### src/rtl/mux_rr_arbiter_if.sv
// Request/grant bundle between the four requesters and the mux-select arbiter.
interface mux_rr_arbiter_if;
  logic [3:0] Req;
  logic       Done;
  logic [1:0] Sel;
  logic [3:0] Grant;
  logic       Valid;
  logic       Timeout;

  modport master (
    output Req,
    output Done,
    input  Sel,
    input  Grant,
    input  Valid,
    input  Timeout
  );

  modport slave (
    input  Req,
    input  Done,
    output Sel,
    output Grant,
    output Valid,
    output Timeout
  );
endinterface

### src/rtl/mux_rr_arbiter.sv
// Round-robin arbiter owning the 4:1 mux select; holds Sel for a whole grant and
// inserts a one-cycle dead gap between owners with a bounded hold time.
module mux_rr_arbiter #(
  parameter int unsigned HOLD_MAX = 4
) (
  input logic              Clk,
  input logic              Rst,
  mux_rr_arbiter_if.slave  bus
);

  typedef enum logic [0:0] {StIdle, StGrant} state_e;

  state_e     state_q, state_d;
  logic [1:0] ptr_q, ptr_d;
  logic [7:0] cnt_q, cnt_d;
  logic [1:0] owner_q, owner_d;
  logic [1:0] sel_q, sel_d;
  logic [3:0] grant_q, grant_d;
  logic       valid_q, valid_d;
  logic       timeout_q, timeout_d;

  logic [1:0] winner;
  logic [1:0] cand;
  logic       found;
  logic       at_limit;
  logic       release_now;

  // First requester after the last owner, scanning ptr+1 .. ptr+4.
  always_comb begin
    winner = ptr_q;
    cand   = '0;
    found  = 1'b0;
    for (int k = 1; k <= 4; k++) begin
      cand = ptr_q + 2'(k);
      if (!found && bus.Req[cand]) begin
        winner = cand;
        found  = 1'b1;
      end
    end
  end

  assign at_limit    = (cnt_q == 8'(HOLD_MAX - 1));
  assign release_now = bus.Done || !bus.Req[owner_q] || at_limit;

  always_comb begin
    state_d   = state_q;
    ptr_d     = ptr_q;
    cnt_d     = cnt_q;
    owner_d   = owner_q;
    sel_d     = sel_q;
    grant_d   = grant_q;
    valid_d   = valid_q;
    timeout_d = 1'b0;
    unique case (state_q)
      StIdle: begin
        if (|bus.Req) begin
          state_d = StGrant;
          owner_d = winner;
          sel_d   = winner;
          grant_d = 4'b0001 << winner;
          valid_d = 1'b1;
          cnt_d   = '0;
        end
      end
      StGrant: begin
        cnt_d = cnt_q + 8'd1;
        if (release_now) begin
          state_d   = StIdle;
          grant_d   = '0;
          valid_d   = 1'b0;
          ptr_d     = owner_q;
          // Flag only a pure hold-limit release, not a voluntary one.
          timeout_d = !bus.Done && bus.Req[owner_q];
        end
      end
      default: state_d = StIdle;
    endcase
  end

  always_ff @(posedge Clk) begin
    if (Rst) begin
      state_q   <= StIdle;
      ptr_q     <= 2'b11;
      cnt_q     <= '0;
      owner_q   <= '0;
      sel_q     <= '0;
      grant_q   <= '0;
      valid_q   <= 1'b0;
      timeout_q <= 1'b0;
    end else begin
      state_q   <= state_d;
      ptr_q     <= ptr_d;
      cnt_q     <= cnt_d;
      owner_q   <= owner_d;
      sel_q     <= sel_d;
      grant_q   <= grant_d;
      valid_q   <= valid_d;
      timeout_q <= timeout_d;
    end
  end

  assign bus.Sel     = sel_q;
  assign bus.Grant   = grant_q;
  assign bus.Valid   = valid_q;
  assign bus.Timeout = timeout_q;

endmodule

### src/flat_wrapper.sv
// flat-port wrapper written by rule: the top's interface ports become plain ports
module mux_rr_arbiter_flat 
#(
  parameter int unsigned HOLD_MAX = 4
)
  (Clk, Rst, bus_Req, bus_Done, bus_Sel, bus_Grant, bus_Valid, bus_Timeout);
  mux_rr_arbiter_if bus_i ();
  input logic Clk;
  input logic Rst;
  input wire logic [$bits(bus_i.Req)-1:0] bus_Req;
  input wire logic [$bits(bus_i.Done)-1:0] bus_Done;
  output wire logic [$bits(bus_i.Sel)-1:0] bus_Sel;
  output wire logic [$bits(bus_i.Grant)-1:0] bus_Grant;
  output wire logic [$bits(bus_i.Valid)-1:0] bus_Valid;
  output wire logic [$bits(bus_i.Timeout)-1:0] bus_Timeout;
  assign bus_i.Req = bus_Req;
  assign bus_i.Done = bus_Done;
  assign bus_Sel = bus_i.Sel;
  assign bus_Grant = bus_i.Grant;
  assign bus_Valid = bus_i.Valid;
  assign bus_Timeout = bus_i.Timeout;
  mux_rr_arbiter #(.HOLD_MAX(HOLD_MAX)) u_core (.Clk(Clk), .Rst(Rst), .bus(bus_i));
endmodule
### config.mk
export PLATFORM = sky130hd
export DESIGN_NAME = mux_rr_arbiter_flat
export DESIGN_NICKNAME = d
export VERILOG_FILES = /design/src/rtl/mux_rr_arbiter_if.sv /design/src/rtl/mux_rr_arbiter.sv /design/src/flat_wrapper.sv
export SDC_FILE = /design/constraint.sdc
export NUM_CORES = 1
export LEC_CHECK = 0
export CAP_MARGIN = 10
export CORE_MARGIN = 3
export CORE_UTILIZATION = 51
export CTS_BUF_LIST = sky130_fd_sc_hd__clkbuf_16
export DETAILED_ROUTE_END_ITERATION = 10
export PLACE_DENSITY = 0.89
export SYNTH_ARGS = -nofsm -noshare
export SYNTH_HDL_FRONTEND = slang
export SYNTH_SLANG_ARGS = --single-unit
### constraint.sdc
create_clock -name Clk -period 2.3 [get_ports Clk]
set_input_delay 0.345 -clock Clk [delete_from_list [all_inputs] [get_ports Clk]]
set_output_delay 0.345 -clock Clk [all_outputs]
set_load 0.02 [all_outputs]
==> results.md, run 1 <==
* Combinational share of power at 18.0%
* Worst path arrival time at 2000 ps
* Clock Skews at 4.275 ps
* Drt initial violations at 25
* Final HPWL DP at 1.497 mm
* Leak at 0.0003975 µW
* Top-count cell post-synth: dfxtp_1
* Max VDD drop at 0.0006214 V
* Vias per cell at 5.816
* Drt drc at 0
* Worst slew pin tran at 610.6 ps
* Power Dens Cells at 767.1 nW/µm²
* Mapped Cells at 102
* Final net count at 126
* Worst Hold Class: reg2reg
* Gr ovfl total at 0
* Fin crit period at 1870 ps
* Outcome: finished, final reports clean
* Sequential Power Share at 42.4%
* Fraction of layout cells with a size suffix above 1 at 11.11%
* H-tree Lvls at 1
* Max-cap violations at 0
* Placed Area at 1089 µm²
* Ys Warns at 0
* Max clock buf depth at 2
* Sw Ratio at 26.24%
* Clock share of power at 39.6%
* Fmax at 534.6 MHz
* Initial core utilization at 57.61%
* Via Count at 820
* Synth unique cells at 41
* P_sw at 235.0 µW
* Worst skew pair latency at 250 ps
* FFs w/ async S/R, synth at 0%
* Slack of the worst reg-to-reg path at 540 ps
* Top_reg_cell synth: dfxtp_1
* Unrepaired setup endpoints after global routing: false
* Total power at 895.5 µW
* ANT cells at 0
* WL/cell at 14.84 µm
* Final setup viols at 0
* Top Ports at 15
* Required time of the critical path at 2430 ps
* All-Layer GR Usage at 18.75%
* First-pass GRT wire length at 3.512 mm
* Die width at 48.67 µm
* EDFF count, synth at 0
* Critical path class: in2reg
* Hold-fix buffers at CTS at 0
* Top post-synthesis cells by count: dfxtp_1 (19), nor2_1 (11), a21oi_1 (8), nor3_1 (5), nand2_1 (4)
* Vias in the first global route at 768
* Die height at 48.67 µm
* Setup bufs post-CTS at 0
* Root Buffer: clkbuf_16
* Clk sinks at 19
* Final hold violation count at 0
* Gpl congestion at 0.7722
* Fin Setup TNS at 0 ps
* Top cells by area, synth: dfxtp_1 (41%), nor2_1 (4.4%), a21oi_1 (4.3%), nor3_1 (2.7%), mux2_2 (2.4%)
* Core area at 1612 µm²
* CTS buffer count at 3
* Post-route ant nets at 0
* Sequential share of the synthesized area at 40.97%
* Synth Cell Area at 928.4 µm²
* Tcrit/Tclk final at 81.32%
* Rows at 14
* Pins Over Slew Limit at 0
* Reg clk slew, reported paths at 50 ps
* Post-route cell area at 1167 µm²
* Largest net degree at the start of global routing at 16
* # fillers at 120
* Synthesis-to-finish area growth at 25.74%
* Avg Cell Area, Syn at 9.102 µm²
* Post-Layout Cell Count at 141
* CP Capture Type: register
* DRT Pass-1 Iters at 4
* Internal power at 660.5 µW
* Crit-path max FO at 8
* Slew margin rel. at 59.29%
* Share of the synthesized area in the top cell type at 40.97%
* Die Area at 2368 µm²
* Startpoint types: primary input
* Syn_nets at 110
* Dominant cell type by area after synthesis: dfxtp_1
* CTS tree: yes
* Synth Register Bits at 19
* Post-CTS Resized at 0
* Initial antenna violation count at 0
* WL final at 2.092 mm
* Placed Cells at 137
* Buffers on Ports at 14
## layer usage
metal | share of wire, % | vias to the layer above | track usage (%)
met5 | 0 | - | 0
met4 | 1.7 | 0 | 7.109
met3 | 6.3 | 4 | 4.601
met2 | 45 | 29 | 29.19
met1 | 46 | 379 | 24.90
li1 | - | 408 | -
## layout make-up
class | instances | area, µm² | share of cell area, %
clock inverters | 1 | 3.754 | 0.3215
multi-input cells | 76 | 519.2 | 44.48
flip-flops and latches | 19 | 380.4 | 32.58
repair buffers | 15 | 147.6 | 12.65
well taps | 24 | 30.03 | 2.572
inverters | 3 | 11.26 | 0.9646
clock buffers | 3 | 75.07 | 6.431
## critical path: stages
cell	delay, ps
clkdlybuf4s50_1	540
nor4_1	100
nor2_1	400
o211ai_1	250
o32ai_1	360
## final timing paths
check | cells after the start | end | from
worst max-delay path | 5 | u_core.bus.Grant[3] | bus_Req[0]
worst min-delay path | 2 | u_core.bus.Valid | u_core.bus.Valid
worst max register to register | 5 | u_core.bus.Grant[0] | u_core.cnt_q[0]
worst min register to register | 2 | u_core.bus.Valid | u_core.bus.Valid
## cell usage in the layout (no fill, tap or decap), types with 4 or more instances in the layout
master and count:
dfxtp_1 19, clkdlybuf4s50_1 14, nor2_1 11, a21oi_1 8, nor3_1 5, nand2_1 4, inv_1 4
## through the flow
step | hold WS [ps] | setup slack (ps) | utilization (%)
after floorplan | 474.8 | 679.0 | -
after global placement | 492.8 | 312.9 | 67.55
after detailed placement | 484.7 | 265.9 | 67.55
after CTS | 498.8 | 454.9 | 72.44
after global routing | 522.5 | 282.2 | 72.44
final | 500.2 | 429.6 | 72.44
## logic make-up (layout without fill, tap and decap cells)
family	Yosys count	count (layout)	synth area share, %
compound gates	28	28	22.10
xor+xnor	2	2	1.887
fa+ha+maj	1	1	1.347
buf+inv	7	22	3.099
flops	19	19	40.97
mux	4	4	4.582
simple gates	41	41	26.01
## power groups by stage
stage | logic [µW] | clock network [µW] | registers [µW]
finish | 161 | 355 | 380
global route | 173 | 365 | 382
CTS | 161 | 353 | 379
detailed placement | 158 | 0 | 386
global placement | 155 | 0 | 384
floorplan | 88.4 | 0 | 392
## flip-flops by register name, summed over array words and instances (netlist names)
| register | count |
|---|---|
| u_core.owner_q | 2 |
| u_core.ptr_q | 2 |
| u_core.bus.Timeout | 1 |
| u_core.cnt_q | 8 |
| u_core.bus.Grant | 4 |
| u_core.state_q | 1 |
| u_core.bus.Valid | 1 |
Power figures use the tool's default switching activity.
==> run 2: changes to the inputs <==
- clock period: 2.3 -> 1.9 ns (I/O delays scaled with it)
==> run 2 against run 1 <==
- die area stayed put
- worst setup slack worse by 320 ps
- highest routed layer unchanged
- largest power group unchanged
- sequential power is 20% higher
==> results.md, run 2 (same netlist as run 1, synthesis figures left out) <==
* Die height at 48.67 µm
* Synthesis-to-finish area growth at 30.32%
* Max stage delay on crit path at 500 ps
* Final hold violation count at 0
* Worst path arrival time at 1920 ps
* Worst skew pair latency at 250 ps
* Post-route ant nets at 0
* Vias in the first global route at 817
* First-pass GRT wire length at 3.739 mm
* Root Buffer: clkbuf_16
* Total power at 1091 µW
* WL/cell at 14.97 µm
* Clock share of power at 38.6%
* Post-CTS Resized at 0
* Worst slew pin tran at 450.7 ps
* Startpoint types: register
* Leak at 0.0004216 µW
* Initial antenna violation count at 0
* All-Layer GR Usage at 19.97%
* Drt initial violations at 22
* Max-cap violations at 0
* Top Ports at 15
* ANT cells at 0
* Gpl congestion at 0.8340
* Crit path max-delay cell type: or4b_4
* Fin crit period at 1789 ps
* Fraction of layout cells with a size suffix above 1 at 16.39%
* Buffers on Ports at 14
* WL final at 2.186 mm
* Combinational share of power at 19.5%
* Required time of the critical path at 2040 ps
* Outcome: finished, final reports clean
* CTS buffer count at 3
* Pins Over Slew Limit at 0
* H-tree Lvls at 1
* Commonest non-fill, non-tap cell in the layout: dfxtp_1
* Fin Setup TNS at 0 ps
* Fmax at 559.1 MHz
* Largest net degree at the start of global routing at 15
* Max VDD drop at 0.0009550 V
* Sequential Power Share at 41.9%
* Final HPWL DP at 1.540 mm
* Initial core utilization at 57.61%
* DRT Pass-1 Iters at 4
* Core area at 1612 µm²
* Reg clk slew, reported paths at 50 ps
* Final setup viols at 0
* Die width at 48.67 µm
* Setup bufs post-CTS at 0
* Hold Slack at 509.3 ps
* Critical path class: reg2reg
* Largest register FFs at 8
* Internal power at 815.5 µW
* Via Count at 840
* Sw Ratio at 25.27%
* Crit-path max FO at 4
* Rows at 14
* Largest register by flop count: u_core.cnt_q
* Worst Hold Class: reg2reg
* Gr ovfl total at 0
* CTS tree: yes
* Vias per cell at 5.753
* # fillers at 127
* Max clock buf depth at 2
* Slew margin rel. at 69.86%
* Power Dens Cells at 901.9 nW/µm²
* P_sw at 275.7 µW
* Final net count at 131
* Unrepaired setup endpoints after global routing: false
* Clk sinks at 19
* Tcrit/Tclk final at 94.14%
* Crit path cell chain: ha_1 > or4b_4 > nor4_4 > o21ai_2 > a32o_1
* Die Area at 2368 µm²
* CP Capture Type: register
* Drt drc at 0
* Clock Skews at 4.102 ps
* Hold-fix buffers at CTS at 0
* Most frequent cells in the layout: dfxtp_1 (19), clkdlybuf4s50_1 (14), nor2_1 (11), a21oi_1 (8), buf_4 (6)
run 2: cell count changes in the layout (fill, tap and decap cells not counted), sizes merged:
cell    change
buf         +5
clkinv      +1
inv         -1
run 2: stage by stage:
stage          area, µm²  instances  setup WS (ps)  utilization, %
2_1_floorplan      928.4        102          279.0               -
3_3_place_gp        1126        142          75.00           69.88
3_5_place_dp        1126        142          15.28           69.88
4_1_cts             1206        146          73.63           74.84
5_1_grt             1210        146          23.80           75.08
6_report            1210        146          111.3           75.08
run 2: metal layers:
metal | share of wire, % | up-vias | routed length, µm | GRT usage (%)
met5 | 0 | - | 0 | 0
met1 | 46 | 393 | 1000 | 25.42
met3 | 4.5 | 2 | 98 | 4.601
li1 | - | 423 | - | -
met2 | 49 | 22 | 1078 | 33.94
met4 | 0.37 | 0 | 8 | 4.739
run 2: worst paths after layout:
path | slack (ps) | depth (start not counted) | from | endpoint
max | 110 | 5 | u_core.cnt_q[0] | u_core.bus.Grant[0]
min | 510 | 2 | u_core.bus.Grant[2] | u_core.bus.Grant[2]
max reg2reg | 110 | 5 | u_core.cnt_q[0] | u_core.bus.Grant[0]
min reg2reg | 510 | 2 | u_core.bus.Grant[2] | u_core.bus.Grant[2]
run 2: power by group through the flow:
stage	Sequential [µW]	Combinational [µW]	Clock (µW)
after CTS	457	212	428
after floorplan	475	107	0
final	457	213	421
after detailed placement	465	209	0
after global placement	463	204	0
after global routing	462	231	450
run 2: cell type report:
type	count	area [µm²]	area share, %
Clock buffer	3	75.07	6.205
Clock inverter	1	5.005	0.4137
Inverter	3	11.26	0.9307
Multi-Input combinational cell	76	523.0	43.23
Sequential cell	19	380.4	31.44
Tap cell	24	30.03	2.482
Timing Repair Buffer	20	185.2	15.31
run 2: worst max-delay path, delay by kind of cell, from the launching register on:
family	cells	cell delay (ps)
flip-flops	1	370
adder cells (fa/ha/maj)	1	220
AO/OA/AOI/OAI	2	360
AND/OR/NAND/NOR	2	730
==> run 3: changes to the inputs <==
- CAP_MARGIN: 10 -> 20
- PLACE_DENSITY: 0.89 -> 0.74
==> run 3 against run 2 <==
- register-to-register slack improved by 40 ps
- fmax rose by 2.6%
- count of clock-buffer cells in the layout did not move
- routed wire length shrank 12%
- non-clock buffer count up 1
==> results.md, run 3 (same netlist as run 1, synthesis figures left out) <==
* Initial core utilization at 57.61%
* CP Capture Type: register
* Fin crit period at 1744 ps
* Rows at 14
* Largest register by flop count: u_core.cnt_q
* Post-route ant nets at 0
* Drt drc at 0
* Required time of the critical path at 2040 ps
* Final hold violation count at 0
* Drt initial violations at 13
* Root Buffer: clkbuf_16
* Crit path max-delay cell type: or4b_4
* Commonest non-fill, non-tap cell in the layout: dfxtp_1
* DRT Pass-1 Iters at 4
* H-tree Lvls at 1
* Most frequent cells in the layout: dfxtp_1 (19), clkdlybuf4s50_1 (14), nor2_1 (11), a21oi_1 (8), buf_4 (7)
* Core area at 1612 µm²
* Die Area at 2368 µm²
* Setup bufs post-CTS at 0
* Max clock buf depth at 2
* Hold-fix buffers at CTS at 0
* CTS tree: yes
* Largest register FFs at 8
* Initial antenna violation count at 0
* Worst path arrival time at 1890 ps
* CTS buffer count at 3
* Top Ports at 15
* Vias per cell at 5.864
* Top sig layer: met4
* Clock Skews at 2.518 ps
* Met1 WL at 961 µm
* Startpoint types: register
* Buffers on Ports at 14
* Gpl congestion at 0.7666
* Die width at 48.67 µm
* Pins Over Slew Limit at 0
* Leak at 0.0004257 µW
* Outcome: finished, final reports clean
* Largest delay share family, worst path: simple AND/OR/NAND/NOR gates
* Vias in the first global route at 783
* ANT cells at 0
* Via Count at 862
* Hold Slack at 495.1 ps
* All-Layer GR Usage at 18.05%
* Worst slew pin tran at 419.0 ps
* Final setup viols at 0
* Max VDD drop at 0.0006469 V
* Fin Setup TNS at 0 ps
* First-pass GRT wire length at 3.360 mm
* Max-cap violations at 0
* WL/cell at 13.05 µm
* Slew margin rel. at 71.98%
* Fraction of layout cells with a size suffix above 1 at 16.26%
* Die height at 48.67 µm
* Worst skew pair latency at 250 ps
* WL final at 1.919 mm
* Crit path cell chain: ha_1 > or4b_4 > nor4_4 > o21ai_1 > a32o_1
* Reg clk slew, reported paths at 50 ps
* Final net count at 132
* Tcrit/Tclk final at 91.79%
* Synthesis-to-finish area growth at 30.73%
* Final HPWL DP at 1.415 mm
* Met3 Routed Length at 84 µm
* Power Dens Cells at 908.5 nW/µm²
* Clk sinks at 19
* Largest net degree at the start of global routing at 14
* Gr ovfl total at 0
* Critical path class: reg2reg
* CP bufs+invs at 0
* Fmax at 573.4 MHz
* Unrepaired setup endpoints after global routing: false
* Worst Hold Class: reg2reg
* Max stage delay on crit path at 490 ps
* Post-CTS Resized at 0
* Met2 Wirelength at 832 µm
* Crit-path max FO at 4
==> run 3: through the flow <==
stage	power [µW]	cell area, µm²	util, %	instances	setup slack, ps
6_report	1103	1214	75.31	147	156.0
5_1_grt	1154	1214	75.31	147	36.84
2_1_floorplan	581.6	928.4	-	102	279.0
3_5_place_dp	674.8	1134	70.34	143	49.26
4_1_cts	1114	1214	75.31	147	164.2
3_3_place_gp	672.7	1134	70.34	143	71.85
==> run 3: final cells by class <==
| type | count | area [µm²] |
|---|---|---|
| Clock buffer | 3 | 75.07 |
| Clock inverter | 1 | 5.005 |
| Fill cell | 120 | 397.9 |
| Inverter | 3 | 11.26 |
| Multi-Input combinational cell | 76 | 519.2 |
| Sequential cell | 19 | 380.4 |
| Tap cell | 24 | 30.03 |
| Timing Repair Buffer | 21 | 192.7 |
==> run 3: routing by layer <==
| metal | vias up | global-route usage, % |
|---|---|---|
| met4 | 0 | 9.953 |
| li1 | 427 | - |
| met1 | 409 | 24.53 |
| met2 | 21 | 26.24 |
| met3 | 5 | 3.988 |
| met5 | - | 0 |
==> run 3: worst register-to-register path: cells and delay by family (launching register included) <==
| family | cells | cell delay (ps) |
|---|---|---|
| adder cells (fa/ha/maj) | 1 | 230 |
| flip-flops | 1 | 370 |
| AO/OA/AOI/OAI | 2 | 370 |
| AND/OR/NAND/NOR | 2 | 670 |
==> run 3: where the power goes <==
group / leakage (µW) / internal, µW / switching, µW / total (µW)
logic: 0.000230 / 110 / 108 / 217
registers: 0.000155 / 426 / 23.9 / 450
clock network: 0.0000409 / 282 / 153 / 435
total: 0.000426 / 818 / 285 / 1100
==> run 3: path summary, 6_finish.rpt <==
path	endpoint	slack, ps	cells past startpoint	from
worst max-delay path	u_core.bus.Grant[1]	160	5	u_core.cnt_q[0]
worst min-delay path	u_core.bus.Valid	500	2	u_core.bus.Valid
worst max register to register	u_core.bus.Grant[1]	160	5	u_core.cnt_q[0]
worst min register to register	u_core.bus.Valid	500	2	u_core.bus.Valid
